## config.mk

```make
export PLATFORM = sky130hd
export DESIGN_NAME = vanilla_sb_clear_arbiter
export DESIGN_NICKNAME = d
export VERILOG_FILES = /design/src/rtl/vanilla_sb_clear_arb_pkg.sv /design/src/rtl/vanilla_sb_rr_picker.sv /design/src/rtl/vanilla_sb_clear_arbiter.sv
export SDC_FILE = /design/constraint.sdc
export NUM_CORES = 1
export LEC_CHECK = 0
export CORE_MARGIN = 1.5
export CORE_UTILIZATION = 54
export DETAILED_ROUTE_END_ITERATION = 16
export PLACE_DENSITY_LB_ADDON = 0.1
export SYNTH_ARGS = -nofsm -noshare
export SYNTH_HDL_FRONTEND = slang
export SYNTH_SLANG_ARGS = --single-unit
```

## constraint.sdc

```tcl
create_clock -name clk_i -period 4.6 [get_ports clk_i]
set_input_delay 0.92 -clock clk_i [delete_from_list [all_inputs] [get_ports clk_i]]
set_output_delay 0.92 -clock clk_i [all_outputs]
set_load 0.02 [all_outputs]
```

## src/rtl/vanilla_sb_clear_arb_pkg.sv

```systemverilog
// Shared types for the scoreboard-clear arbiter: one clear request = {is_float, register id}.
package vanilla_sb_clear_arb_pkg;

    localparam int unsigned reg_addr_width_gp = 5;

    typedef struct packed {
        logic                         is_float;
        logic [reg_addr_width_gp-1:0] id;
    } sb_clear_req_s;

    localparam int unsigned sb_clear_req_width_gp = $bits(sb_clear_req_s);

endpackage

```

## src/rtl/vanilla_sb_rr_picker.sv

```systemverilog
// N-way round-robin picker: grants the first valid index at or after the pointer, then
// moves the pointer just past the grantee; pointer holds when nothing is requesting.
module vanilla_sb_rr_picker #(
    parameter  int unsigned num_req_p    = 4,
    localparam int unsigned ptr_width_lp = $clog2(num_req_p)
) (
    input  logic                    clk_i,
    input  logic                    reset_i,
    input  logic [num_req_p-1:0]    v_i,
    output logic [num_req_p-1:0]    grant_o,
    output logic [ptr_width_lp-1:0] ptr_o
);

    logic [ptr_width_lp-1:0] ptr_r;
    logic [ptr_width_lp-1:0] ptr_n;
    logic                    found;
    logic [ptr_width_lp-1:0] idx;

    always_comb begin
        grant_o = '0;
        ptr_n   = ptr_r;
        found   = 1'b0;
        idx     = '0;
        for (int unsigned off = 0; off < num_req_p; off++) begin
            idx = ptr_width_lp'((32'(ptr_r) + off) % num_req_p);
            if (!found && v_i[idx]) begin
                found        = 1'b1;
                grant_o[idx] = 1'b1;
                ptr_n        = ptr_width_lp'((32'(idx) + 32'd1) % num_req_p);
            end
        end
    end

    always_ff @(posedge clk_i) begin
        if (reset_i) begin
            ptr_r <= '0;
        end else if (found) begin
            ptr_r <= ptr_n;
        end
    end

    assign ptr_o = ptr_r;

endmodule

```

## src/rtl/vanilla_sb_clear_arbiter.sv

```systemverilog
// Shares the int and float scoreboard-clear ports among num_req_p sources with per-file RR.
// Optional VANILLA_SB_CLEAR_ARB_STATS_EN adds saturating conflict / x0-drop counters.
module vanilla_sb_clear_arbiter
    import vanilla_sb_clear_arb_pkg::*;
#(
    parameter  int unsigned num_req_p         = 4,
    parameter  int unsigned max_wait_p        = 64,
    localparam int unsigned reg_addr_width_lp = reg_addr_width_gp,
    localparam int unsigned idx_width_lp      = $clog2(num_req_p),
    localparam int unsigned cnt_width_lp      = $clog2(max_wait_p + 1)
) (
    input  logic                            clk_i,
    input  logic                            reset_i,
    input  logic          [num_req_p-1:0]   v_i,
    input  sb_clear_req_s [num_req_p-1:0]   req_i,
    output logic          [num_req_p-1:0]   yumi_o,
    output logic                            int_sb_clear_o,
    output logic [reg_addr_width_lp-1:0]    int_sb_clear_id_o,
    output logic                            float_sb_clear_o,
    output logic [reg_addr_width_lp-1:0]    float_sb_clear_id_o,
`ifdef VANILLA_SB_CLEAR_ARB_STATS_EN
    output logic [31:0]                     int_conflict_cnt_o,
    output logic [31:0]                     float_conflict_cnt_o,
    output logic [31:0]                     x0_drop_cnt_o,
`endif
    output logic                            starve_o,
    output logic [idx_width_lp-1:0]         starve_idx_o
);

    logic [num_req_p-1:0]         v_int;
    logic [num_req_p-1:0]         v_flt;
    logic [num_req_p-1:0]         int_grant;
    logic [num_req_p-1:0]         flt_grant;
    logic [idx_width_lp-1:0]      int_ptr;
    logic [idx_width_lp-1:0]      flt_ptr;
    logic [reg_addr_width_lp-1:0] int_id_c;
    logic [reg_addr_width_lp-1:0] flt_id_c;
    logic                         int_fire_c;
    logic                         flt_fire_c;

    // Nothing is granted while in reset, so pending requests restart from pointer 0.
    always_comb begin
        v_int    = '0;
        v_flt    = '0;
        int_id_c = '0;
        flt_id_c = '0;
        for (int i = 0; i < num_req_p; i++) begin
            v_int[i] = v_i[i] & ~reset_i & ~req_i[i].is_float;
            v_flt[i] = v_i[i] & ~reset_i &  req_i[i].is_float;
            if (int_grant[i]) int_id_c = int_id_c | req_i[i].id;
            if (flt_grant[i]) flt_id_c = flt_id_c | req_i[i].id;
        end
    end

    vanilla_sb_rr_picker #(.num_req_p(num_req_p)) int_pick (
        .clk_i   (clk_i),
        .reset_i (reset_i),
        .v_i     (v_int),
        .grant_o (int_grant),
        .ptr_o   (int_ptr)
    );

    vanilla_sb_rr_picker #(.num_req_p(num_req_p)) flt_pick (
        .clk_i   (clk_i),
        .reset_i (reset_i),
        .v_i     (v_flt),
        .grant_o (flt_grant),
        .ptr_o   (flt_ptr)
    );

    assign yumi_o     = int_grant | flt_grant;
    // x0 is hardwired zero: accept the request but never clear it.
    assign int_fire_c = (|int_grant) && (int_id_c != '0);
    assign flt_fire_c = |flt_grant;

    always_ff @(posedge clk_i) begin
        if (reset_i) begin
            int_sb_clear_o      <= 1'b0;
            int_sb_clear_id_o   <= '0;
            float_sb_clear_o    <= 1'b0;
            float_sb_clear_id_o <= '0;
        end else begin
            int_sb_clear_o      <= int_fire_c;
            int_sb_clear_id_o   <= int_fire_c ? int_id_c : '0;
            float_sb_clear_o    <= flt_fire_c;
            float_sb_clear_id_o <= flt_fire_c ? flt_id_c : '0;
        end
    end

    logic [num_req_p-1:0][cnt_width_lp-1:0] wait_r;
    logic [num_req_p-1:0][cnt_width_lp-1:0] wait_n;
    logic                                   hit_c;
    logic [idx_width_lp-1:0]                hit_idx_c;

    // Starvation watchdog: saturating wait count per requester, lowest hitting index wins.
    always_comb begin
        wait_n    = wait_r;
        hit_c     = 1'b0;
        hit_idx_c = '0;
        for (int i = 0; i < num_req_p; i++) begin
            if (!v_i[i] || yumi_o[i]) begin
                wait_n[i] = '0;
            end else if (wait_r[i] < cnt_width_lp'(max_wait_p)) begin
                wait_n[i] = wait_r[i] + cnt_width_lp'(1);
            end
            if (!hit_c && (wait_n[i] == cnt_width_lp'(max_wait_p))) begin
                hit_c     = 1'b1;
                hit_idx_c = idx_width_lp'(i);
            end
        end
    end

    always_ff @(posedge clk_i) begin
        if (reset_i) begin
            wait_r       <= '0;
            starve_o     <= 1'b0;
            starve_idx_o <= '0;
        end else begin
            wait_r <= wait_n;
            if (!starve_o && hit_c) begin
                starve_o     <= 1'b1;
                starve_idx_o <= hit_idx_c;
            end
        end
    end

`ifdef VANILLA_SB_CLEAR_ARB_STATS_EN
    logic int_conflict_c;
    logic flt_conflict_c;
    logic x0_drop_c;

    assign int_conflict_c = (v_int & (v_int - num_req_p'(1))) != '0;
    assign flt_conflict_c = (v_flt & (v_flt - num_req_p'(1))) != '0;
    assign x0_drop_c      = (|int_grant) && (int_id_c == '0);

    always_ff @(posedge clk_i) begin
        if (reset_i) begin
            int_conflict_cnt_o   <= '0;
            float_conflict_cnt_o <= '0;
            x0_drop_cnt_o        <= '0;
        end else begin
            if (int_conflict_c && int_conflict_cnt_o != '1)   int_conflict_cnt_o   <= int_conflict_cnt_o + 32'd1;
            if (flt_conflict_c && float_conflict_cnt_o != '1) float_conflict_cnt_o <= float_conflict_cnt_o + 32'd1;
            if (x0_drop_c && x0_drop_cnt_o != '1)             x0_drop_cnt_o        <= x0_drop_cnt_o + 32'd1;
        end
    end
`endif

    // A waiting requester must keep v_i and req_i stable until accepted.
    for (genvar g = 0; g < num_req_p; g++) begin : g_hold_chk
        a_hold : assert property (@(posedge clk_i) disable iff (reset_i)
            (v_i[g] && !yumi_o[g]) |=> (v_i[g] && (req_i[g] == $past(req_i[g]))));
    end

endmodule

```

==> results <==
-- worst max-delay path, delay by kind of cell --
kind / cells / cell delay (ns)
AO/OA/AOI/OAI: 2 / 0.45
AND/OR/NAND/NOR: 4 / 1.15
buffers and inverters: 2 / 0.97
-- power by group --
| group | switching [mW] | internal [mW] |
|---|---|---|
| Combinational | 0.530 | 0.456 |
| Clock | 0.150 | 0.110 |
| Sequential | 0.0536 | 0.475 |
| Total | 0.734 | 1.04 |
-- flip-flops by register name, indices dropped and copies added, names as in the netlist --
name                 flops
float_sb_clear_id_o      5
float_sb_clear_o         1
flt_pick.ptr_o           2
int_pick.ptr_o           2
int_sb_clear_id_o        5
int_sb_clear_o           1
starve_idx_o             2
starve_o                 1
wait_r                  28
-- synthesized netlist by cell type (10+ instances only) --
library cell,n,share of area [%]
a21oi_1,14,2.2
a22oi_1,19,4.5
clkbuf_1,11,1.3
dfxtp_1,47,30
ha_1,18,7.2
inv_1,12,1.4
nand2_1,22,2.6
nand3_1,25,4.0
nand3b_1,11,2.6
nor2_1,49,5.8
xnor2_1,12,3.3
xor2_1,10,2.8
-- kinds of logic after synthesis --
group                      count (synthesis)  share of synthesized area, %
adders and majority gates                 18                         7.157
muxes                                      9                         2.903
AOI/OAI and AO/OA                         91                         20.92
buffers and inverters                     26                         3.181
xor gates and xnor gates                  22                         6.123
and+or+nand+nor                          170                         29.82
DFF                                       47                         29.90
-- final cells by class --
type / count / area (µm²) / area share, %
tap: 72 / 90.09 / 2.184
timing repair buffer: 93 / 820.8 / 19.90
multi-input combinational: 310 / 2140 / 51.87
inverter: 12 / 45.04 / 1.092
clock inverter: 2 / 16.27 / 0.3943
clock buffer: 6 / 72.57 / 1.759
sequential: 47 / 940.9 / 22.81
-- worst paths after layout --
check / from / to / cells after the start
setup / recovery: v_i[0] / yumi_o[1] / 8
hold / removal: starve_idx_o[1]$_SDFFE_PP0P_ / starve_idx_o[1]$_SDFFE_PP0P_ / 2
setup reg to reg: int_pick.ptr_o[1]$_SDFFE_PP0P_ / int_sb_clear_o$_SDFF_PP0_ / 11
hold reg to reg: starve_idx_o[1]$_SDFFE_PP0P_ / starve_idx_o[1]$_SDFFE_PP0P_ / 2
-- metrics by stage --
stage / instance area (µm²) / setup WS, ns
global placement: 4000 / -0.01240
global route: 4125 / 0.02730
floorplan: 3147 / 0.7907
detailed placement: 4000 / -0.06161
finish: 4125 / 0.1788
CTS: 4118 / 0.006364
-- what timing repair did --
action / 4_1_cts / 5_1_grt
pin swaps: 0 / 0
setup endpoints to repair: 3 / 2
resized for setup: 9 / 3
hold endpoints to repair: 0 / 0
-- cell usage in the layout (no fill, tap or decap), types with 4 or more instances in the layout --
master / synthesis / layout
a221o_1: 5 / 5
dfxtp_1: 47 / 47
nor2_1: 49 / 49
or3b_1: 4 / 4
ha_1: 18 / 18
o22ai_1: 5 / 5
nand3_1: 25 / 25
a211oi_1: 6 / 6
xnor2_1: 12 / 12
xor2_1: 10 / 10
o21a_1: 4 / 4
clkdlybuf4s50_1: 0 / 41
a31oi_1: 4 / 4
and3_1: 6 / 6
dlygate4sd2_1: 0 / 4
nand3b_1: 11 / 11
mux2i_1: 8 / 8
a21oi_1: 14 / 14
o21ai_0: 6 / 6
nor2b_1: 5 / 5
buf_4: 0 / 45
a22oi_1: 19 / 19
clkbuf_8: 0 / 5
o2bb2ai_1: 5 / 5
nand2_1: 22 / 22
nor3_1: 7 / 7
inv_1: 12 / 12
or3b_2: 5 / 5
or4_1: 4 / 4
-- metal layers --
metal / wire length (µm) / vias to the layer above / GRT usage (%) / part of all wire [%]
met5: 0 / - / 0 / 0
met4: 256 / 0 / 11.58 / 2.9
met3: 574 / 27 / 4.368 / 6.6
met2: 4124 / 159 / 47.61 / 47
met1: 3797 / 1557 / 35.28 / 43
li1: - / 1588 / - / -
==> flow_metrics.py <==
metrics = {
    "die": {
        "die_area_um2": 6294,
        "num_rows": 27,
        "start_util_pct": 56.45,
        "io_pins": 49,
        "core_area_um2": 5574,
        "die_y_um": 79.34,
        "die_w_um": 79.34,
    },
    "global_route": {
        "grt_max_degree": 21,
        "grt_pass1_wl_um": 14030,
        "antenna_found_initial": 0,
        "grt_pass1_vias": 3025,
        "grt_usage_pct": 28.07,
        "overflow": 0,
    },
    "synth": {
        "ys_ff_latch": 47,
        "syn_inst": 383,
        "yosysSeqAreaShare_pct": 29.90,
        "ys.flop_type": "dfxtp_1",
        "synth_cell_type_count": 59,
        "yosys_warnings": 0,
        "synth_nets": 431,
        "async_flop_share_pct": 0,
        "syn_avg_cell_area_um2": 8.216,
        "synth_edf_count": 0,
        "netlist_area_um2": 3147,
    },
    "route": {
        "vias": 3331,
        "via_per_inst": 6.146,
        "postRouteAntennaNets": 0,
        "routedWlPerCell_um": 16.15,
        "drt_iter0_markers": 218,
        "wl_um": 8752,
        "route.detailed.drc": 0,
        "first_pass_iters": 7,
    },
    "setup_path": {
        "critical-path-max-stage-delay_ns": 0.62,
        "path_cells": "clkdlybuf4s50_1, or3b_2, a211oi_1, a22oi_2, nor3b_1, or3_1, or2_1, dlygate4sd2_1",
        "critical_path_class": "primary input to output pin",
        "arrival_ns": 3.50,
        "end_kind": "output pin",
        "r2r_slack_ns": 1.25,
        "crit_required_ns": 3.68,
        "start_kind": "primary input",
        "slowest_stage": "clkdlybuf4s50_1",
        "critPathMaxFanout": 5,
    },
    "power_and_ir_drop": {
        "finalPower_mw": 1.775,
        "power_density_nw_per_um2": 430.2,
        "peakVddDrop_mv": 0.3324,
        "leakagePower_nw": 1.701,
    },
    "finish": {
        "stdcell_count": 542,
        "nFillCells": 440,
        "areaGrowthSynthToFinish_pct": 31.09,
        "nets": 517,
        "diodes": 0,
        "drive_above_1_share_pct": 13.62,
        "post-route-util_pct": 74.01,
    },
    "clock_network": {
        "clkTransAtPathRegs_ns": 0.08,
        "clock_latency_ns": 0.31,
        "holdBufCountCts": 0,
        "cts-buffers-inserted": 5,
        "clock_sinks": 47,
        "post_cts_buffers": 0,
        "cts_tree": "built",
        "ctsHtreeMaxLevel": 2,
        "root_buffer": "clkbuf_8",
        "cts.path.max_buffers": 2,
    },
    "flow_run": {
        "max_cap_violations": 0,
    },
    "sta": {
        "setup_tns_ns": 0,
        "rsz0062_at_grt": "false",
        "fin_crit_ns": 4.421,
        "hold_ws_ns": 0.4977,
        "relSlewSlack_pct": 68.56,
        "setup_viol": 0,
        "maxSlewViolCount": 0,
        "final-hold-violation-count": 0,
        "worst_pin_slew_ns": 0.4673,
        "period_share_pct": 96.11,
        "fin_skew_ns": 0.01017,
        "clock.fmax_ghz": 0.2262,
    },
    "placement": {
        "port-buffer-count": 48,
        "dp.cells": 534,
        "gp_congestion": 0.9020,
        "dp_hpwl_um": 6508,
    },
    "min_path": {
        "hold_class": "flop to flop",
    },
    "outcome": {
        "status": "finished, final reports clean",
    },
}
(Power assumes the default switching activity.)
